[src/rtl/fifo_pkg.sv]
`default_nettype none
// +--------------------------------------------------------------------+
// | fifo_pkg: shared helpers for the FIFO read-side word unpacker.       |
// | Rev 1.0                                                              |
// +--------------------------------------------------------------------+
package fifo_pkg;

  // Widest FIFO word the slice helper can handle.
  localparam int SLICE_MAX_BITS = 256;

  typedef logic [SLICE_MAX_BITS-1:0] wide_word_t;

  // Slices per word, or 0 when the width pair is illegal.
  function automatic int ratio(input int in_bits, input int out_bits);
    if (in_bits <= 0 || out_bits <= 0 || in_bits > SLICE_MAX_BITS) return 0;
    if ((in_bits % out_bits) != 0) return 0;
    return in_bits / out_bits;
  endfunction

  function automatic wide_word_t slice_sel(input wide_word_t word, input int idx,
                                           input logic msb_first, input int out_bits,
                                           input int n_slices);
    int         sel;
    wide_word_t mask;
    sel  = msb_first ? (n_slices - 1 - idx) : idx;
    mask = '1;
    mask = ~(mask << out_bits);
    return (word >> (sel * out_bits)) & mask;
  endfunction

endpackage
`default_nettype wire

[src/rtl/fifo_rd_unpacker_word_buf.sv]
`default_nettype none
// +--------------------------------------------------------------------+
// | fifo_word_buf: two-entry flop FIFO with a combinational head.        |
// | Rev 1.0                                                              |
// +--------------------------------------------------------------------+
module fifo_word_buf #(
  parameter int WIDTH = 32
) (
  input  logic             rd_clk,
  input  logic             rd_rst,
  input  logic             push,
  input  logic [WIDTH-1:0] push_data,
  input  logic             pop,
  output logic [WIDTH-1:0] head,
  output logic [1:0]       count
);

  logic [WIDTH-1:0] entry0_q, entry0_d;
  logic [WIDTH-1:0] entry1_q, entry1_d;
  logic [1:0]       count_q, count_d;
  logic             do_push, do_pop;

  // entry0 is always the head; a pop shifts entry1 forward.
  always_comb begin
    do_pop   = pop && (count_q != 2'd0);
    do_push  = push && ((count_q != 2'd2) || do_pop);
    entry0_d = entry0_q;
    entry1_d = entry1_q;
    count_d  = count_q;
    if (do_pop) begin
      entry0_d = entry1_q;
      count_d  = count_q - 2'd1;
    end
    if (do_push) begin
      if (count_d == 2'd0) begin
        entry0_d = push_data;
      end else begin
        entry1_d = push_data;
      end
      count_d = count_d + 2'd1;
    end
  end

  always_ff @(posedge rd_clk) begin
    if (rd_rst) begin
      entry0_q <= '0;
      entry1_q <= '0;
      count_q  <= 2'd0;
    end else begin
      entry0_q <= entry0_d;
      entry1_q <= entry1_d;
      count_q  <= count_d;
    end
  end

  assign head  = entry0_q;
  assign count = count_q;

endmodule
`default_nettype wire

[src/rtl/fifo_rd_unpacker.sv]
`default_nettype none
// +--------------------------------------------------------------------+
// | fifo_rd_unpacker: pops FIFO words and streams them as slices.        |
// | Rev 1.0                                                              |
// +--------------------------------------------------------------------+
module fifo_rd_unpacker
  import fifo_pkg::*;
#(
  parameter int IN_BITS   = 32,
  parameter int OUT_BITS  = 8,
  parameter bit MSB_FIRST = 1'b0
) (
  input  logic                rd_clk,
  input  logic                rd_rst,
  output logic                fifo_rd_en,
  input  logic [IN_BITS-1:0]  fifo_rd_data,
  input  logic                fifo_rd_empty,
  output logic                m_valid,
  input  logic                m_ready,
  output logic [OUT_BITS-1:0] m_data,
  output logic                m_last,
  output logic [1:0]          word_count
);

  localparam int RATIO  = ratio(IN_BITS, OUT_BITS);
  localparam int SIDX_W = (RATIO > 1) ? $clog2(RATIO) : 1;

  generate
    if (RATIO == 0) begin : g_bad_ratio
      $error("fifo_rd_unpacker: IN_BITS must be a non-zero multiple of OUT_BITS");
    end
  endgenerate

  logic               inflight_q, inflight_d;
  logic [SIDX_W-1:0]  slice_idx_q, slice_idx_d;
  logic [IN_BITS-1:0] head_word;
  logic [1:0]         buf_count;
  logic               handshake;
  logic               word_done;
  logic               last_slice;
  logic [2:0]         owned;
  wide_word_t         head_wide;
  wide_word_t         slice_wide;

  fifo_word_buf #(
    .WIDTH (IN_BITS)
  ) u_word_buf (
    .rd_clk    (rd_clk),
    .rd_rst    (rd_rst),
    .push      (inflight_q),
    .push_data (fifo_rd_data),
    .pop       (word_done),
    .head      (head_word),
    .count     (buf_count)
  );

  generate
    if (RATIO <= 1) begin : g_single_slice
      assign last_slice = 1'b1;
    end else begin : g_multi_slice
      assign last_slice = (slice_idx_q == SIDX_W'(RATIO - 1));
    end
  endgenerate

  assign m_valid    = (buf_count != 2'd0);
  assign m_last     = m_valid & last_slice;
  assign handshake  = m_valid & m_ready;
  assign word_done  = handshake & m_last;
  assign word_count = buf_count;

  // Credit: a word retiring this cycle frees its slot for a pop in the same cycle.
  assign owned      = {1'b0, buf_count} + {2'b00, inflight_q} - {2'b00, word_done};
  assign fifo_rd_en = !rd_rst && !fifo_rd_empty && (owned < 3'd2);

  always_comb begin
    inflight_d  = fifo_rd_en;
    slice_idx_d = slice_idx_q;
    if (handshake) begin
      slice_idx_d = m_last ? '0 : slice_idx_q + SIDX_W'(1);
    end
  end

  always_ff @(posedge rd_clk) begin
    if (rd_rst) begin
      inflight_q  <= 1'b0;
      slice_idx_q <= '0;
    end else begin
      inflight_q  <= inflight_d;
      slice_idx_q <= slice_idx_d;
    end
  end

  assign head_wide = wide_word_t'(head_word);

  always_comb begin
    slice_wide = slice_sel(head_wide, int'(slice_idx_q), MSB_FIRST, OUT_BITS, RATIO);
    m_data     = m_valid ? OUT_BITS'(slice_wide) : '0;
  end

  a_no_pop_when_empty: assert property (@(posedge rd_clk)
    !(fifo_rd_en && fifo_rd_empty));

  a_owned_max_two: assert property (@(posedge rd_clk) disable iff (rd_rst)
    (({1'b0, buf_count} + {2'b00, inflight_q}) <= 3'd2));

  a_hold_under_backpressure: assert property (@(posedge rd_clk) disable iff (rd_rst)
    (m_valid && !m_ready) |=> (m_valid && $stable(m_data) && $stable(m_last)));

endmodule
`default_nettype wire
[config.mk]
export PLATFORM = sky130hd
export DESIGN_NAME = fifo_rd_unpacker
export DESIGN_NICKNAME = d
export VERILOG_FILES = /design/src/rtl/fifo_pkg.sv /design/src/rtl/fifo_rd_unpacker_word_buf.sv /design/src/rtl/fifo_rd_unpacker.sv
export SDC_FILE = /design/constraint.sdc
export NUM_CORES = 1
export LEC_CHECK = 0
export BUFFER_PORTS_ARGS = -buffer_cell sky130_fd_sc_hd__buf_2
export CAP_MARGIN = 10
export CELL_PAD_IN_SITES_DETAIL_PLACEMENT = 1
export CELL_PAD_IN_SITES_GLOBAL_PLACEMENT = 2
export CORE_UTILIZATION = 30
export CTS_CLUSTER_DIAMETER = 60
export DETAILED_ROUTE_END_ITERATION = 12
export PLACE_DENSITY = 0.68
export SLEW_MARGIN = 20
export SYNTH_ARGS = -nofsm -noshare
export SYNTH_HDL_FRONTEND = slang
export SYNTH_SLANG_ARGS = --single-unit
[constraint.sdc]
create_clock -name rd_clk -period 5.3 [get_ports rd_clk]
set_clock_uncertainty 0.2 [all_clocks]
set_input_delay 1.06 -clock rd_clk [delete_from_list [all_inputs] [get_ports rd_clk]]
set_output_delay 1.06 -clock rd_clk [all_outputs]
set_load 0.005 [all_outputs]
==> impl_metrics.sql <==
INSERT INTO impl_metrics (metric_group, metric, value, unit) VALUES
('layout', 'layout_utilization', '36.36', '%'),
('synthesis', 'synth-seq-area-share', '40.32', '%'),
('detailed_routing', 'firstDrtPassIters', '4', ''),
('critical_path', 'timing.setup.critical_path_class', 'reg2out', ''),
('placement', 'dp_hpwl', '6.381', 'mm'),
('clock_tree', 'clock_tree_from_tritoncts', 'built', ''),
('power_and_ir_drop', 'ir_worst_vdd', '154.7', 'uV'),
('clock_tree', 'clock_tree.buffer_depth', '2', ''),
('detailed_routing', 'initialDrtViolationCount', '59', ''),
('layout', 'post_route_cells_drive_above_1_share', '19.66', '%'),
('critical_path', 'r2r-end', 'u_word_buf.head[6]', ''),
('clock_tree', 'clock_pin_slew_on_the_worst_setup_and_hold_paths', '60', 'ps'),
('synthesis', 'synth-compound-area-share', '16.62', '%'),
('critical_path', 'crit_path_max_incr_delay', '690', 'ps'),
('layout', 'layout.filler_cells', '1270', ''),
('critical_path', 'rr_worst_depth', '10', ''),
('detailed_routing', 'wire_per_inst', '17.10', 'um'),
('sta', 'hold_viol', '0', ''),
('critical_path', 'crit_chain', 'ha_1 > nand3b_4 > inv_2 > ha_1 > nand2b_1 > fa_1 > xor2_1 > nor4b_1 > buf_2', ''),
('floorplanning', 'placement_rows', '38', ''),
('sta', 'final.setup.tns', '0', 'ps'),
('sta', 'slew_headroom', '41.41', '%'),
('sta', 'max_freq', '242.7', 'MHz'),
('sta', 'setup_violations', '0', ''),
('critical_path', 'timing.critical_path.from_type', 'flip-flop', ''),
('run', 'max_cap_violations', '0', ''),
('outcome', 'outcome', 'completed', ''),
('critical_path', 'critPathMostFrequentCell', 'sky130_fd_sc_hd__ha_1', ''),
('synthesis', 'post_synth_num_cell_types', '28', ''),
('min_path', 'hold_path_depth', '2', ''),
('layout', 'synth_to_layout_area_growth', '16.58', '%'),
('placement', 'place.port_buffers', '48', ''),
('detailed_routing', 'route.detailed.drc', '0', ''),
('sta', 'timing.final.max_slew_violations', '0', ''),
('layout', 'num-nets-final', '455', ''),
('detailed_routing', 'via_per_inst', '5.118', ''),
('layout', 'antenna-diode-count', '0', ''),
('floorplanning', 'die_area', '11850', 'um2'),
('synthesis', 'post_synth_mux_area_share', '16.14', '%'),
('power_and_ir_drop', 'p_total', '1312', 'uW'),
('synthesis', 'synth-adder-area-share', '2.411', '%'),
('synthesis', 'ys_seq_elements', '69', ''),
('layout', 'final_cell_mix', '129 x sky130_fd_sc_hd__nand2_1, 69 x sky130_fd_sc_hd__dfxtp_1, 48 x sky130_fd_sc_hd__buf_2, 35 x sky130_fd_sc_hd__mux2i_1', ''),
('synthesis', 'synth.cell_area', '3426', 'um2'),
('floorplanning', 'die_width', '108.9', 'um'),
('synthesis', 'largest_family_of_logic_cells_by_synthesized_area', 'simple AND/OR/NAND/NOR gates', ''),
('min_path', 'worstHoldPathType', 'reg2reg', ''),
('critical_path', 'r2r_start', 'slice_idx_q[0]', ''),
('synthesis', 'synth_nets', '425', ''),
('grt', 'globalRouteTotalUtil', '17.29', '%'),
('detailed_routing', 'postRouteWirelength', '9.524', 'mm'),
('critical_path', 'setup.worst_path.end_class', 'output pin', ''),
('grt', 'grt_pass1_wl', '15.43', 'mm'),
('clock_tree', 'tritoncts.num_buffers', '9', ''),
('clock_tree', 'count_of_h_tree_levels_built_during_cts', '3', ''),
('sta', 'timing_worst_slew_pin_value', '878.8', 'ps'),
('grt', 'grt_pass1_vias', '2872', ''),
('critical_path', 'worst-endpoint-required', '4040', 'ps'),
('layout', 'final_common_cell', 'sky130_fd_sc_hd__nand2_1', ''),
('clock_tree', 'library_cell_used_as_clock_root_buffer', 'sky130_fd_sc_hd__clkbuf_16', ''),
('synthesis', 'ys_warn_count', '0', ''),
('synthesis', 'synthXorXnorAreaFrac', '0.5113', '%'),
('sta', 'final_period_minus_worst_setup_slack', '4120', 'ps'),
('grt', 'grt_max_degree', '69', ''),
('clock_tree', 'worst_skew_pair.late_latency', '330', 'ps'),
('sta', 'rsz0062_at_grt', 'no', ''),
('critical_path', 'critical_path_peak_fanout', '11', ''),
('critical_path', 'slowest_stage', 'sky130_fd_sc_hd__dfxtp_1', ''),
('synthesis', 'avgSynthCellArea', '8.945', 'um2'),
('synthesis', 'netlist_instances', '383', ''),
('critical_path', 'regToRegSetupSlack', '1680', 'ps');
==> through the flow <==
step	instances	instance area, um2	worst slack [ps]
6_report	557	3994	1180
2_1_floorplan	383	3426	1353
3_5_place_dp	542	3714	1382
3_3_place_gp	542	3714	1401
5_1_grt	557	3994	834.2
4_1_cts	557	3993	1106
==> flip-flops by register name, summed over array words and instances (netlist names) <==
| register | cells |
|---|---|
| u_word_buf.head | 32 |
| inflight_q | 1 |
| u_word_buf.count | 2 |
| u_word_buf.entry1_q | 32 |
| slice_idx_q | 2 |
==> layout make-up <==
type / instances / area [um2] / area share, %
inverter: 7 / 27.53 / 0.6892
clock inverter: 1 / 5.005 / 0.1253
sequential: 69 / 1381 / 34.59
clock buffer: 14 / 274.0 / 6.861
tap: 140 / 175.2 / 4.386
multi-input combinational: 271 / 1838 / 46.02
timing repair buffer: 55 / 292.8 / 7.331
==> worst max-delay path, delay by kind of cell (launching register included) <==
kind                       cells  cell delay, ps
adders and majority gates      3             940
buffers and inverters          2             220
DFF                            1             690
xor gates and xnor gates       1             170
and+or+nand+nor                3             500
==> layer usage <==
layer  vias up  GRT usage [%]  part of all wire, %
li1       1421              -                    -
met5         -              0                    0
met1      1382          22.50                   48
met3        11          4.124                  2.6
met2        37          28.30                   48
met4         0          5.019                  1.3
==> worst min path at each step <==
stage,start,endpoint,slack (ps)
2_1_floorplan,u_word_buf.entry1_q[0],u_word_buf.entry1_q[0],230
3_3_place_gp,u_word_buf.entry1_q[23],u_word_buf.entry1_q[23],250
5_1_grt,u_word_buf.entry1_q[8],u_word_buf.entry1_q[8],280
4_1_cts,u_word_buf.entry1_q[26],u_word_buf.entry1_q[26],260
3_5_place_dp,u_word_buf.entry1_q[26],u_word_buf.entry1_q[26],250
6_report,u_word_buf.entry1_q[26],u_word_buf.entry1_q[26],260
==> kinds of logic (layout without fill, tap and decap cells) <==
kind of cell / after synthesis / after routing
buffers and inverters: 43 / 77
xor gates and xnor gates: 2 / 2
DFF: 69 / 69
adders and majority gates: 6 / 6
AOI/OAI and AO/OA: 69 / 69
muxes: 45 / 45
and+or+nand+nor: 149 / 149
==> synth_stat cells (all sizes together) <==
cell type,n,area [um2]
buf,13,93.84
dfxtp,69,1381
xor2,1,8.760
mux2,2,22.52
nand3b,1,20.02
nor2,5,18.77
inv,7,26.27
ha,5,62.56
a21oi,1,5.000
xnor2,1,8.760
and2,8,50.05
nor4b,2,17.52
mux2i,35,350.3
a311oi,32,280.3
nand2b,1,6.260
o2111ai,1,8.760
o31ai,1,7.510
a21o,1,7.510
nor2b,3,18.77
nand2,129,484.2
fa,1,20.02
mux4,8,180.2
clkbuf,23,86.33
a211oi,33,260.3
==> where the power goes <==
part	total, uW	leakage, uW	internal [uW]	switching [uW]
combinational	163	0.000734	73.5	89.3
clock	565	0.000139	352	213
sequential	585	0.000562	556	28.6
total	1310	0.00144	981	331
No activity file was read; power rests on OpenSTA's default activity.
